--- config.mk ---
export PLATFORM = sky130hd
export DESIGN_NAME = lynx_io
export DESIGN_NICKNAME = d
export VERILOG_FILES = /design/src/rtl/lynx_pkg.sv /design/src/rtl/lynx_int_gen.sv /design/src/rtl/lynx_io.sv
export SDC_FILE = /design/constraint.sdc
export NUM_CORES = 1
export LEC_CHECK = 0
export ABC_AREA = 0
export CORE_ASPECT_RATIO = 1.2
export CORE_UTILIZATION = 61
export CTS_CLUSTER_SIZE = 14
export DETAILED_ROUTE_END_ITERATION = 12
export DONT_BUFFER_PORTS = 1
export PLACE_DENSITY_LB_ADDON = 0.08
export SLEW_MARGIN = 20
export SYNTH_ARGS = -nofsm -noshare
export SYNTH_HDL_FRONTEND = slang
export SYNTH_SLANG_ARGS = --single-unit
--- constraint.sdc ---
create_clock -name clock -period 2.05 [get_ports clock]
set_input_delay 0.41 -clock clock [delete_from_list [all_inputs] [get_ports clock]]
set_output_delay 0.41 -clock clock [all_outputs]
set_load 0.03 [all_outputs]
--- src/rtl/lynx_pkg.sv ---
// Shared constants and register payload type for the Lynx 48 I/O responder.
package lynx_pkg;

    localparam int unsigned ADDR_W = 16;
    localparam int unsigned DATA_W = 8;
    localparam int unsigned DAC_W  = 6;
    localparam int unsigned ROW_W  = 4;
    localparam int unsigned CNT_W  = 8;

    localparam logic [7:0] BANK_PORT_DFLT = 8'h7F;
    localparam logic [7:0] CTRL_PORT_DFLT = 8'h80;
    localparam logic [7:0] DAC_PORT_DFLT  = 8'h84;
    localparam int unsigned INT_LEN_DFLT  = 32;

    // vctrl bit that masks the frame interrupt
    localparam int unsigned VCTRL_MASK_BIT = 6;

    typedef struct packed {
        logic [DATA_W-1:0] bank;
        logic [DATA_W-1:0] vctrl;
        logic [DAC_W-1:0]  dac;
    } io_regs_t;

endpackage

--- src/rtl/lynx_int_gen.sv ---
// Frame interrupt: vsync rise detect, mask check and fixed-length int_n pulse.
module lynx_int_gen
    import lynx_pkg::*;
#(
    parameter int unsigned INT_LEN = INT_LEN_DFLT
) (
    input  logic clock,
    input  logic reset,
    input  logic cep,
    input  logic vsync,
    input  logic mask,
    output logic int_n
);

    logic             vs_cur;
    logic             vs_prev;
    logic [CNT_W-1:0] cnt;
    logic             rise_c;

    assign rise_c = vs_cur & ~vs_prev;

    // Edges arriving during an active pulse are dropped; the mask is only sampled at pulse start.
    always_ff @(posedge clock or negedge reset) begin
        if (!reset) begin
            vs_cur  <= 1'b0;
            vs_prev <= 1'b0;
            cnt     <= '0;
            int_n   <= 1'b1;
        end else begin
            vs_cur  <= vsync;
            vs_prev <= vs_cur;
            if (int_n) begin
                if (rise_c && !mask) begin
                    int_n <= 1'b0;
                    cnt   <= CNT_W'(INT_LEN);
                end
            end else if (cep) begin
                cnt <= cnt - CNT_W'(1);
                if (cnt == CNT_W'(1)) begin
                    int_n <= 1'b1;
                end
            end
        end
    end

endmodule

--- src/rtl/lynx_io.sv ---
// Z80 I/O-space responder: port write decode, read mux and frame interrupt.
module lynx_io
    import lynx_pkg::*;
#(
    parameter logic [7:0]  BANK_PORT = BANK_PORT_DFLT,
    parameter logic [7:0]  CTRL_PORT = CTRL_PORT_DFLT,
    parameter logic [7:0]  DAC_PORT  = DAC_PORT_DFLT,
    parameter int unsigned INT_LEN   = INT_LEN_DFLT
) (
    input  logic              clock,
    input  logic              reset,
    input  logic              cep,
    input  logic              mreq,
    input  logic              iorq,
    input  logic              wr,
    input  logic [ADDR_W-1:0] a,
    input  logic [DATA_W-1:0] d,
    output logic [DATA_W-1:0] q,
    output logic              q_en,
    output logic [ROW_W-1:0]  key_row,
    input  logic [DATA_W-1:0] key_data,
    input  logic              vsync,
    output logic [DATA_W-1:0] bank,
    output logic [DATA_W-1:0] vctrl,
    output logic [DAC_W-1:0]  dac,
    output logic              int_n
);

    io_regs_t regs;
    logic     wr_done;
    logic     io_wr_c;
    logic     io_rd_c;
    logic     unused_addr_c;

    assign io_wr_c       = cep & ~iorq & ~wr & mreq;
    assign io_rd_c       = ~iorq & wr & mreq;
    assign key_row       = a[11:8];
    assign unused_addr_c = ^a[15:12];

    assign bank  = regs.bank;
    assign vctrl = regs.vctrl;
    assign dac   = regs.dac;

    // Commit a port write once per IORQ cycle; wr_done re-arms when IORQ releases.
    always_ff @(posedge clock or negedge reset) begin
        if (!reset) begin
            regs    <= '0;
            wr_done <= 1'b0;
        end else if (iorq) begin
            wr_done <= 1'b0;
        end else if (io_wr_c && !wr_done) begin
            wr_done <= 1'b1;
            if (a[7:0] == BANK_PORT) begin
                regs.bank <= d;
            end else if (a[7:0] == CTRL_PORT) begin
                regs.vctrl <= d;
            end else if (a[7:0] == DAC_PORT) begin
                regs.dac <= d[DAC_W-1:0];
            end
        end
    end

    // Zero-latency read mux; undecoded reads float the bus high.
    always_comb begin
        q    = 8'hFF;
        q_en = 1'b0;
        if (io_rd_c) begin
            if (a[7:0] == CTRL_PORT) begin
                q    = key_data;
                q_en = 1'b1;
            end else if (a[7:0] == BANK_PORT) begin
                q    = regs.bank;
                q_en = 1'b1;
            end
        end
    end

    lynx_int_gen #(
        .INT_LEN (INT_LEN)
    ) u_int_gen (
        .clock (clock),
        .reset (reset),
        .cep   (cep),
        .vsync (vsync),
        .mask  (regs.vctrl[VCTRL_MASK_BIT]),
        .int_n (int_n)
    );

endmodule

* Word-level counts from Yosys, hierarchy flattened
Cells that the tools add are included.
** Word-level totals
- Input port bits :: 39
- Register bits after elaboration :: 34
- Output and inout port bits :: 36
- Logic and storage cells :: 50
** Cells by class
- Mux-type cells :: 15
- Add/subtract/negate cells :: 1
- Reductions and logical operators :: 10
- Bitwise gates (word level) :: 11
- Eq/ne operators :: 5
** Operators by type and width (number)
- $mux W8 :: 6
- $eq A8 B8 Y1 const B :: 2
- $mux W1 :: 9
- $eq A8 B1 Y1 const B :: 1
- $eq A8 B7 Y1 const B :: 1
- $sub A8 B1 Y8 const B :: 1
- $and A1 B1 Y1 :: 6
- $not A1 Y1 :: 5
- $reduce_and A5 Y1 :: 1
- $reduce_and A4 Y1 :: 1
- $reduce_bool A2 Y1 :: 2
- $reduce_and A3 Y1 :: 1
- $logic_and A1 B1 Y1 :: 2
- $logic_not A1 Y1 :: 2
- $ne A2 B2 Y1 const B :: 1
- $reduce_and A2 Y1 :: 1

* Depth between registers and ports, before layout
- Depth in word-level cells :: 7
- Mapped depth :: 6
- Mapped depth without buffers :: 6

* Modules after synthesis
Synthesis repeated with hierarchy kept, for this count alone.
** Unflattened totals
- Cells, all modules :: 131
- Area, all modules :: 1645.3 um^2
** Modules (own cells, without submodules)
- lynx_io :: seq. area each 575.6 um^2, cells an instance 84, area each 1107.3 um^2, times used 1
- lynx_int_gen :: seq. area each 276.5 um^2, cells an instance 47, area each 538.0 um^2, times used 1

* Worst setup path before layout
No wires, ideal clock.
- Path kind :: input to output
- Start point :: in a[3]
- End point :: out q[0]
- Stages :: 4
- Data arrival time :: 1.920 ns
- Setup slack :: -0.280 ns
- Buffers on the path :: 0
- Required time :: 1.640 ns
- Cells stage by stage :: nand4_1 > or4b_4 > a211oi_4 > nand2_1
** On the way
- Longest elaborated chain between the ends :: 4
- Elaborated cells on any way between the ends :: 5
- Those cells by class :: eq/ne: 2; mux: 3
** RTL lines
- from (decl) :: line lynx_io.sv:16 : input logic [ADDR_W-1:0] a,
- $eq A8 B7 Y1 :: line lynx_io.sv:71 : end else if (a[7:0] == BANK_PORT) begin
- $mux W8 :: line lynx_io.sv:71
- $mux W8 (*) :: line lynx_io.sv:68 : if (a[7:0] == CTRL_PORT) begin
- $mux W8 (*) :: line lynx_io.sv:67 : if (io_rd_c) begin
- to (decl) :: line lynx_io.sv:18 : output logic [DATA_W-1:0] q,
Mark *: on every way between the ends. The rest lies on a longest branch, timed or not.

* Worst setup path in the final report
- Start point :: in a[3]
- End point :: out q[5]
The elaborated chain is that of the path after synthesis.

==> flow_summary.ini <==
[floorplanning]
num_io_pins = 75
core-area_um2 = 2552
die_width_um = 49.52
fp-row-count = 20
dieArea_um2 = 2923
die_h_um = 59.02
initial_core_util = 0.6475

[routing]
post-route-drc-count = 0
routedWlPerCell_um = 18.53
first_pass_iters = 3
first_iter_violations = 17
wirelength_um = 3279
vias = 1044
ant_nets = 0
drt-vias-per-instance = 5.898

[clocking]
cts_buffers = 5
clk_pin_slew_worst_paths_ns = 0.10
clk-insertion-delay-late_ns = 0.34
cts_root_buf = clkbuf_4
htree_levels = 2
cts_tree = built
cts_setup_buffers = 0
clk_path_buf_depth = 2
clock-sinks = 34

[critical_path]
worstSetupPathType = in -> out
rrSetupSlack_ns = 0.30
crit_slowest_cell = or4b_4
crit_chain = nand4_1 -> or4b_4 -> a211oi_4 -> buf_12 -> nand2_1 -> buf_6
crit_path_max_fanout = 9
startpoint_type = input pin
cp_slowest_stage_delay_ns = 0.51
crit_start = a[3]
timing.rr.start = wr_done$_DFFE_PN0P_
end_kind = output port
arrival_ns = 1.64
r2r_cells = 3
rr_endpoint = vctrl[2]$_DFFE_PN0P_
critPathRequiredTime_ns = 1.64

[pwr]
p_sw_frac = 0.2996
p_sw_mw = 0.4410
power_density_nw_per_um2 = 791.3
clkPwrFrac = 0.263
internal-power_mw = 1.031
p_leak_nw = 0.9108
pwr-share-comb = 0.155
seqPwrFrac = 0.582
irDropWorstVdd_mv = 0.6728

[job]
max_cap_viol_count = 0

[yosys]
async_flop_share = 1.000
synth.area.top_cells = dfrtp_1 50%, mux2_4 7.3%, mux2_1 5.5%
syn_avg_cell_area_um2 = 12.81
syn_nets = 170
yosysUniqueCellTypes = 36
yosysTopAreaCell = dfrtp_1
synth_ff_type = dfrtp_1
yosysSeqAreaShare = 0.5155
ys_seq_elements = 34
yosys_warnings = 0
synth_edf_count = 0
yosysMostFrequentCell = dfrtp_1
yosys-top-cells-count = 33 x dfrtp_1, 13 x nand2_1, 8 x mux2_1, 8 x mux2_4, 8 x mux2i_1
syn-cell-area_um2 = 1653
synth_cells = 129
synth_top_area_frac = 0.4996

[hold_path]
holdPathEnd = u_int_gen.vs_cur$_DFF_PN0_
hold_depth = 0
hp-start = vsync
hold_path_class = in -> reg

[sta]
fin_crit_sh = 0.9997
hold_viol_final = 0
maxSlewHeadroom = 0.6466
fin_worst_skew_ns = 0.005655
worst_pin_slew_ns = 0.5301
fmax_mhz = 488.0
finalCriticalPeriod_ns = 2.049
drv_slew = 0
rsz0062_at_grt = true
setup_tns_ns = 0
setup_viol_count_final = 0
whs_ns = 0.08833

[finish]
syn_to_final_growth_pct = 12.57
nFillCells = 182
antenna_cells = 0
fin_util = 0.7289
nNetsFinal = 184
post_route_cells_drive_above_1_share = 0.2917

[placement]
gp_congestion = 0.8033
hpwl_um = 2373
io_buffer_count = 0

[global_route]
antenna_found_initial = 0
grt_pass1_vias = 1097
grt_usage = 0.2450
grt-ovfl-total = 0
grt_start_max_net_pins = 35
grt_pass1_wl_um = 4995

[status]
status = finished, final reports clean
## cell usage in the layout, fill, tap and decap left out, drive strengths merged, types with 3 or more instances in the layout
cell type	count
dfrtp	33
mux2	22
nor3	3
nand3	3
mux2i	8
inv	4
nand3b	3
buf	13
nand2	13
nor2	7
xnor2	4
clkbuf	6
## cells by family (layout without fill, tap and decap cells)
group / Yosys count / count (layout) / share of synthesized area
AOI/OAI and AO/OA: 7 / 7 / 0.03558
xor gates and xnor gates: 5 / 5 / 0.02649
adders and majority gates: 2 / 2 / 0.01514
buffers and inverters: 11 / 26 / 0.04542
DFF: 34 / 34 / 0.5155
muxes: 30 / 30 / 0.2165
and+or+nand+nor: 40 / 40 / 0.1454
## stage by stage
| step | setup WS [ns] | area (um2) | power [mW] | instances |
|---|---|---|---|---|
| 5_1_grt | -0.05543 | 1861 | 1.568 | 177 |
| 2_1_floorplan | -0.2594 | 1653 | 1.028 | 129 |
| 6_report | 0.0007075 | 1861 | 1.472 | 177 |
| 3_5_place_dp | -0.006958 | 1737 | 1.075 | 167 |
| 3_3_place_gp | 0.01306 | 1737 | 1.045 | 167 |
| 4_1_cts | 0.00006595 | 1849 | 1.489 | 177 |
## cell type report
type	instances	area, um2	area share
clock buffer	6	51.30	0.02757
inverter	4	15.01	0.008070
timing repair buffer	14	162.7	0.08742
clock inverter	2	12.51	0.006725
sequential	34	852.1	0.4580
tap	33	41.29	0.02219
multi-input combinational	84	725.7	0.3900
## critical path, delay by kind of cell
family,cells,cell delay (ns)
AOI/OAI and AO/OA,1,0.27
buffers and inverters,2,0.30
and+or+nand+nor,3,0.66
## worst max path at each step
stage               cells past startpoint   end
finish                                  6  q[5]
global route                            6  q[4]
CTS                                     6  q[6]
detailed placement                      6  q[5]
global placement                        6  q[7]
floorplan                               4  q[0]
## power by group through the flow
stage	Clock, mW	Combinational [mW]	Sequential, mW
finish	0.387	0.228	0.858
CTS	0.407	0.228	0.854
floorplan	0	0.184	0.844
global route	0.433	0.263	0.871
global placement	0	0.189	0.856
detailed placement	0	0.208	0.868
## what timing repair did
item | in CTS | in global routing
endpoints found under the hold margin | 34 | 0
setup endpoints to repair | 5 | 8
hold buffers | 2 | 0
resized for setup | 5 | 3
## layer usage
metal / part of all wire / up-vias / track usage / wire length [um]
li1: - / 476 / - / -
met1: 0.37 / 531 / 0.2309 / 1218
met2: 0.55 / 31 / 0.4459 / 1797
met3: 0.056 / 6 / 0.1026 / 185
met4: 0.024 / 0 / 0.1347 / 78
met5: 0 / - / 0 / 0
## registers in the layout, summed over array words and instances, names as in the netlist
| signal | cells |
|---|---|
| wr_done | 1 |
| u_int_gen.vs_cur | 1 |
| bank | 8 |
| u_int_gen.vs_prev | 1 |
| vctrl | 8 |
| dac | 6 |
| u_int_gen.cnt | 8 |
| u_int_gen.int_n | 1 |
Power figures use the tool's default switching activity.
